<file path="config.mk">
export PLATFORM = sky130hd
export DESIGN_NAME = seq_pattern_detector
export DESIGN_NICKNAME = d
export VERILOG_FILES = /design/src/rtl/seq_det_defs.sv /design/src/rtl/sat_counter.sv /design/src/rtl/seq_pattern_detector.sv
export SDC_FILE = /design/constraint.sdc
export NUM_CORES = 1
export LEC_CHECK = 0
export ABC_AREA = 1
export CAP_MARGIN = 40
export CORE_ASPECT_RATIO = 0.6
export CORE_MARGIN = 1
export CORE_UTILIZATION = 50
export DETAILED_ROUTE_END_ITERATION = 10
export PLACE_DENSITY = 0.8
export SLEW_MARGIN = 20
export SYNTH_ARGS = -nofsm -noshare
export SYNTH_HDL_FRONTEND = slang
export SYNTH_SLANG_ARGS = --single-unit
</file>
<file path="constraint.sdc">
create_clock -name clk -period 1.84 [get_ports clk]
set_input_delay 0.276 -clock clk [delete_from_list [all_inputs] [get_ports clk]]
set_output_delay 0.276 -clock clk [all_outputs]
set_load 0.05 [all_outputs]
</file>
<file path="src/rtl/seq_det_defs.sv">
// Shared defaults for the serial pattern detector slice.
// Default pattern, default counter width and the detector state type.
package seq_det_defs;

   localparam int         CNT_W_DEF = 8;
   localparam logic [3:0] PAT_DEF   = 4'b1101;

   typedef enum logic {
      FILLING,
      ARMED
   } det_state_e;

endpackage

</file>
<file path="src/rtl/sat_counter.sv">
// Saturating up-counter with synchronous clear and sticky saturation flag.
// Ports: clk, rst_n (async low), inc, clr (wins over inc), cnt, sat.
module sat_counter
   import seq_det_defs::*;
#(
   parameter int W = CNT_W_DEF
) (
   input  logic         clk,
   input  logic         rst_n,
   input  logic         inc,
   input  logic         clr,
   output logic [W-1:0] cnt,
   output logic         sat
);

   localparam logic [W-1:0] MAX = '1;

   logic [W-1:0] nxt;

   assign nxt = cnt + 1'b1;

   always_ff @(posedge clk or negedge rst_n) begin
      if (!rst_n) begin
         cnt <= '0;
         sat <= 1'b0;
      end else if (clr) begin
         cnt <= '0;
         sat <= 1'b0;
      end else if (inc && cnt != MAX) begin
         cnt <= nxt;
         if (nxt == MAX)
            sat <= 1'b1;
      end
   end

endmodule

</file>
<file path="src/rtl/seq_pattern_detector.sv">
// Serial bit-pattern detector: loadable pattern, optional overlap, valid-qualified input.
// Ports: clk, rst_n, in_valid, in, overlap_en, pat_load, pat_in, cnt_clr, out, match_cnt, cnt_sat.
module seq_pattern_detector
   import seq_det_defs::*;
#(
   parameter int               PAT_W   = 4,
   parameter logic [PAT_W-1:0] RST_PAT = PAT_W'(PAT_DEF),
   parameter int               CNT_W   = CNT_W_DEF
) (
   input  logic             clk,
   input  logic             rst_n,
   input  logic             in_valid,
   input  logic             in,
   input  logic             overlap_en,
   input  logic             pat_load,
   input  logic [PAT_W-1:0] pat_in,
   input  logic             cnt_clr,
   output logic             out,
   output logic [CNT_W-1:0] match_cnt,
   output logic             cnt_sat
);

   localparam int             FW   = $clog2(PAT_W + 1);
   localparam logic [FW-1:0] FULL = FW'(PAT_W);
   localparam logic [FW-1:0] LAST = FW'(PAT_W - 1);

   logic [PAT_W-1:0] pattern, pattern_d;
   logic [PAT_W-1:0] history, history_d;
   logic [PAT_W-1:0] hist_sh;
   logic [FW-1:0]    fill, fill_d;
   logic             out_d;
   logic             hit;
   det_state_e       state;

   always_ff @(posedge clk or negedge rst_n) begin
      if (!rst_n) begin
         pattern <= RST_PAT;
         history <= '0;
         fill    <= '0;
         out     <= 1'b0;
      end else begin
         pattern <= pattern_d;
         history <= history_d;
         fill    <= fill_d;
         out     <= out_d;
      end
   end

   always_comb begin
      pattern_d = pattern;
      history_d = history;
      fill_d    = fill;
      out_d     = 1'b0;
      hit       = 1'b0;
      hist_sh   = {history[PAT_W-2:0], in};
      state     = (fill == FULL) ? ARMED : FILLING;
      if (pat_load) begin
         pattern_d = pat_in;
         fill_d    = '0;
      end else if (in_valid) begin
         history_d = hist_sh;
         // fill>=PAT_W-1 means this bit completes a full window
         hit = (hist_sh == pattern) && (fill >= LAST);
         out_d = hit;
         if (hit && !overlap_en)
            fill_d = '0;
         else if (state == ARMED)
            fill_d = FULL;
         else
            fill_d = fill + 1'b1;
      end
   end

   sat_counter #(
      .W (CNT_W)
   ) u_cnt (
      .clk   (clk),
      .rst_n (rst_n),
      .inc   (out_d),
      .clr   (cnt_clr),
      .cnt   (match_cnt),
      .sat   (cnt_sat)
   );

endmodule

</file>
==> results of run 1 <==
[routing by layer]
layer,global-route usage,vias to the layer above
li1,-,493
met1,0.271,432
met2,0.309,32
met3,0.0640,6
met4,0.0889,0
met5,0,-
[synth_stat cells]
cell type,n
a21oi_1,1
nor2_8,1
nand3_1,11
o21ai_0,3
inv_1,15
nand2_1,52
ha_1,5
nand4_4,1
nor2_4,4
nor2_1,9
nand3_2,4
nor2_2,1
dfstp_2,3
buf_2,1
nand3b_2,1
o22ai_1,3
clkinv_1,1
nand2_2,2
xor2_1,5
dfrtp_1,17
nand4_1,1
[logic make-up (layout without fill, tap and decap cells)]
group / after synthesis / after routing / synth area share
XOR/XNOR: 5 / 5 / 0.0377
AO/OA/AOI/OAI: 7 / 7 / 0.0334
buffers and inverters: 17 / 42 / 0.0560
AND/OR/NAND/NOR: 87 / 87 / 0.385
adder cells (fa/ha/maj): 5 / 5 / 0.0539
flip-flops: 20 / 20 / 0.434
[cell type report]
cell class                      count  area (um2)  area share
Multi-Input combinational cell    104         592       0.412
Tap cell                           30        37.5      0.0261
Timing Repair Buffer               22         198       0.138
Sequential cell                    20         504       0.351
Inverter                           16        60.1      0.0418
Clock buffer                        4        45.0      0.0314
[state kept, by name, indices dropped and copies added, names as in the netlist]
| signal | count |
|---|---|
| out | 1 |
| u_cnt.sat | 1 |
| history | 3 |
| fill | 3 |
| u_cnt.cnt | 8 |
| pattern | 4 |
[power by group through the flow]
stage	registers [mW]	clock network (mW)	logic [mW]
CTS	0.484	0.292	0.124
global placement	0.490	0	0.119
floorplan	0.488	0	0.0747
global route	0.487	0.315	0.139
detailed placement	0.492	0	0.124
finish	0.484	0.285	0.123
[layout by cell type (no fill, tap or decap), types with 2 or more instances in the layout]
master,instances
o21ai_0,3
nand3_1,11
clkdlybuf4s50_1,13
inv_1,15
nand2_2,2
o22ai_1,3
nor2_4,4
nor2_1,9
buf_4,9
nand3_2,4
dfstp_2,3
ha_1,5
clkbuf_8,3
nand2_1,52
xor2_1,5
dfrtp_1,17
[final timing paths]
kind	start	end	slack (ns)
max	u_cnt.cnt[6]$_DFFE_PN0P_	match_cnt[6]	0.09
min	rst_n	u_cnt.cnt[3]$_DFFE_PN0P_	0.35
max reg2reg	u_cnt.cnt[0]$_DFFE_PN0P_	u_cnt.sat$_DFFE_PN0P_	0.20
min reg2reg	pattern[3]$_DFFE_PN1P_	pattern[3]$_DFFE_PN1P_	0.48
max in group asynchronous	rst_n	pattern[3]$_DFFE_PN1P_	1.22
min in group clk	pattern[3]$_DFFE_PN1P_	pattern[3]$_DFFE_PN1P_	0.48
[metrics by stage]
stage                     setup slack, ns  instance area (um2)
after floorplan                     0.129                 1160
after detailed placement            0.145                 1390
after global routing               0.0444                 1440
final                              0.0898                 1440
after global placement              0.242                 1390
after CTS                          0.0829                 1440
==> flow_summary.toml, run 1 <==
[run_status]
status = "finished clean"

[sta]
clock.fmax_ghz = 0.571
clock_skew_ns = 0.00460
rsz0062_at_grt = "no"
hold_viol = 0
slew_headroom = 0.660
period_share = 0.951
setup_viol_count_final = 0
worst_pin_slew_ns = 0.509
hold_slack_ns = 0.349
tns_ns = 0
period_needed_ns = 1.75
drv_slew = 0

[place]
gp_congestion = 0.845
post-place-cells = 192
io_buffers = 20
dp_hpwl_mm = 1.88

[detailed_routing]
vias_per_cell = 4.91
dr_wl_met2_um = 950
routed_wl_mm = 2.31
via_count = 963
drtIter0Drc = 42
top_layer_used = "met4"
wl_per_cell_um = 11.8
firstDrtPassIters = 4
wl_met3_um = 136
route.detailed.drc = 0
wl_met1_mm = 1.18
antenna_left = 0

[pwr]
power.internal_uw = 672
clkPwrFrac = 0.320
switchingPower_uw = 220
power_density_nw_per_um2 = 621
peakVddDrop_v = 0.000492
switching_share = 0.246
power.leakage_nw = 0.730
p_comb_frac = 0.138
power_frac_seq = 0.543
total_power_uw = 892

[logic_synthesis]
syn_nets = 157
syn_inst = 141
synth_top_area_frac = 0.366
avgSynthCellArea_um2 = 8.23
synth_seq_cells = 20
synth_area_leaders = "dfrtp_1, nand2_1, dfstp_2"
syn-cell-area_um2 = 1160
ys_warn_count = 0
seq_area_frac_synth = 0.434
synth_largest_area_cell = "dfrtp_1"
yosysUniqueCellTypes = 21

[layout]
postLayoutCoreUtil = 0.659
synthToLayoutAreaGrowth_pct = 23.7
fill_cells = 178
layoutNonFillerInstCount = 196
fin_nets = 183
antennaDiodeCount = 0
drive_gt1_frac = 0.175

[critical_path]
startpoint_type = "register"
critPathTopFamily = "buffers and inverters"
cp-end-kind = "primary output"
path_depth = 1
worst-path-buf-inv = 1
cp.arrival_ns = 1.47
worst_path_max_delay_cell = "clkdlybuf4s50_1"
critPathKind = "reg -> out"
crit_fanout = 4
ff2ff_path_depth = 8
cp.required_ns = 1.56
slowest_delay_ns = 0.83
path_cells = "clkdlybuf4s50_1"

[clock_tree]
postCtsHoldBufs = 0
h-tree-depth = 1
clock-sinks = 20
worstSkewPairLatency_ns = 0.26
cts_setup_buffers = 0
cts_tree = "done"
clk_pin_slew_ns = 0.07
cts_resized = 0
cts_inserted_buffers = 3
cts_max_path_buffers = 2
cts_root_buf = "clkbuf_8"

[die]
start_util = 0.533
die_width_um = 64.2
die_area_um2 = 2530
die_y_um = 39.3
row_count = 13
io_pins = 21
core_region_area_um2 = 2180

[global_routing]
antenna_found_initial = 0
grt-ovfl-total = 0
grt_usage = 0.204
grt_max_degree = 21
grt_pass1_vias = 821
grt_pass1_wl_mm = 3.59

[job]
drv_cap = 0

[min_path]
hold_path_class = "in -> async"
(Power assumes the default switching activity.)
==> inputs of run 2 (changes only) <==
CAP_MARGIN = 20   (was 40)
CORE_MARGIN = 4   (was 1)
==> run 2 against run 1 <==
Clock skew increased by 0.0044 ns. Maximum frequency decreased by 0.62%. Die area increased by 26%. Largest cell class unchanged.
==> flow_summary.toml, run 2 (synthesized netlist as in run 1, its figures left out) <==
[sta]
drv_slew = 0
clock.fmax_ghz = 0.568
hold_viol = 0
tns_ns = 0
rsz0062_at_grt = "no"
slew_headroom = 0.669
period_share = 0.957
clock_skew_ns = 0.00899
period_needed_ns = 1.76
worst_pin_slew_ns = 0.495
timing.final.ws_setup_ns = 0.0788
setup_viol_count_final = 0

[layout]
largest_reg_flops = 8
largestRegisters = "u_cnt.cnt (8), pattern (4)"
drive_gt1_frac = 0.175
antennaDiodeCount = 0
largest_register = "u_cnt.cnt"
mostFrequentLayoutCell = "nand2_1"
synthToLayoutAreaGrowth_pct = 23.7
mostFrequentLayoutCells = "nand2_1, dfrtp_1, inv_1"
fin_nets = 183

[die]
start_util = 0.533
core_region_area_um2 = 2180
die_width_um = 70.2
io_pins = 21
die_y_um = 45.3
die_area_um2 = 3180
row_count = 13

[clock_tree]
clk_pin_slew_ns = 0.07
h-tree-depth = 1
cts_max_path_buffers = 2
cts_tree = "done"
cts_setup_buffers = 0
worstSkewPairLatency_ns = 0.25
cts_resized = 0
cts_inserted_buffers = 3
postCtsHoldBufs = 0
clock-sinks = 20
cts_root_buf = "clkbuf_8"

[global_routing]
gr-max-usage-layer = "met2"
grt_pass1_vias = 868
gr-usage-met2 = 0.248
antenna_found_initial = 0
grt_usage = 0.168
grt-ovfl-total = 0
grt_pass1_wl_mm = 3.97
grt_max_degree = 21
grtUsageMet1 = 0.241
met3_usage = 0.0444

[pwr]
clkPwrFrac = 0.318
peakVddDrop_v = 0.000491
power_density_nw_per_um2 = 620
power.internal_uw = 673
switching_share = 0.245
power.leakage_nw = 0.730
switchingPower_uw = 219
p_comb_frac = 0.139
power_frac_seq = 0.543

[place]
io_buffers = 20
pre_cts_slack_ns = 0.170
gp_congestion = 0.939
dp_hpwl_mm = 1.97

[critical_path]
rrSetupSlack_ns = 0.19
path_cells = "clkdlybuf4s50_1"
worst-path-buf-inv = 1
worst_path_max_delay_cell = "clkdlybuf4s50_1"
crit_fanout = 4
rr_endpoint = "u_cnt.sat$_DFFE_PN0P_"
r2r-start = "u_cnt.cnt[0]$_DFFE_PN0P_"
cp.required_ns = 1.56
startpoint_type = "register"
critPathKind = "reg -> out"
cp-end-kind = "primary output"
ff2ff_path_depth = 10
cp.arrival_ns = 1.49
slowest_delay_ns = 0.83
critPathTopFamily = "buffers and inverters"

[detailed_routing]
drtIter0Drc = 61
antenna_left = 0
route.detailed.drc = 0
routed_wl_mm = 2.39
firstDrtPassIters = 4
vias_per_cell = 4.77
via_count = 935
wl_per_cell_um = 12.2

[run_status]
status = "finished clean"

[min_path]
hold_path_class = "in -> async"

[job]
drv_cap = 0
run 2: cell counts in the layout (fill, tap and decap cells not counted):
Identical to the previous run, type by type.
run 2: how the worst max path moves through the flow:
stage / start / endpoint / slack, ns / cells past startpoint
2_1_floorplan: u_cnt.cnt[1]$_DFFE_PN0P_ / u_cnt.cnt[5]$_DFFE_PN0P_ / 0.13 / 8
3_3_place_gp: in / u_cnt.sat$_DFFE_PN0P_ / 0.25 / 7
3_5_place_dp: in / u_cnt.cnt[6]$_DFFE_PN0P_ / 0.17 / 7
4_1_cts: u_cnt.cnt[6]$_DFFE_PN0P_ / match_cnt[6] / 0.08 / 1
5_1_grt: fill[1]$_DFFE_PN0P_ / u_cnt.sat$_DFFE_PN0P_ / 0.02 / 10
6_report: u_cnt.cnt[6]$_DFFE_PN0P_ / match_cnt[6] / 0.08 / 1
run 2: layout make-up:
| type | count | area [um2] |
|---|---|---|
| Clock buffer | 4 | 45.0 |
| Multi-Input combinational cell | 104 | 592 |
| Sequential cell | 20 | 504 |
| Timing Repair Buffer | 22 | 198 |
| Inverter | 16 | 60.1 |
| Fill cell | 189 | 743 |
| Tap cell | 30 | 37.5 |
run 2: metrics by stage:
stage	cell area, um2	total power [mW]	utilization	hold slack, ns	cells
final	1440	0.891	0.659	0.354	196
after global routing	1440	0.942	0.659	0.377	196
after CTS	1440	0.904	0.659	0.370	196
after detailed placement	1390	0.617	0.638	0.468	192
after global placement	1390	0.609	0.638	0.465	192
after floorplan	1160	0.563	-	-0.0196	141
run 2: power by group through the flow:
stage	Sequential, mW	Combinational (mW)	Clock, mW
finish	0.484	0.124	0.284
global route	0.486	0.139	0.317
CTS	0.483	0.125	0.295
detailed placement	0.492	0.125	0
global placement	0.490	0.119	0
floorplan	0.488	0.0747	0
run 2: metal layers:
| layer | up-vias | part of all wire |
|---|---|---|
| li1 | 492 | - |
| met1 | 418 | 0.50 |
| met2 | 23 | 0.44 |
| met3 | 2 | 0.051 |
| met4 | 0 | 0.010 |
| met5 | - | 0 |
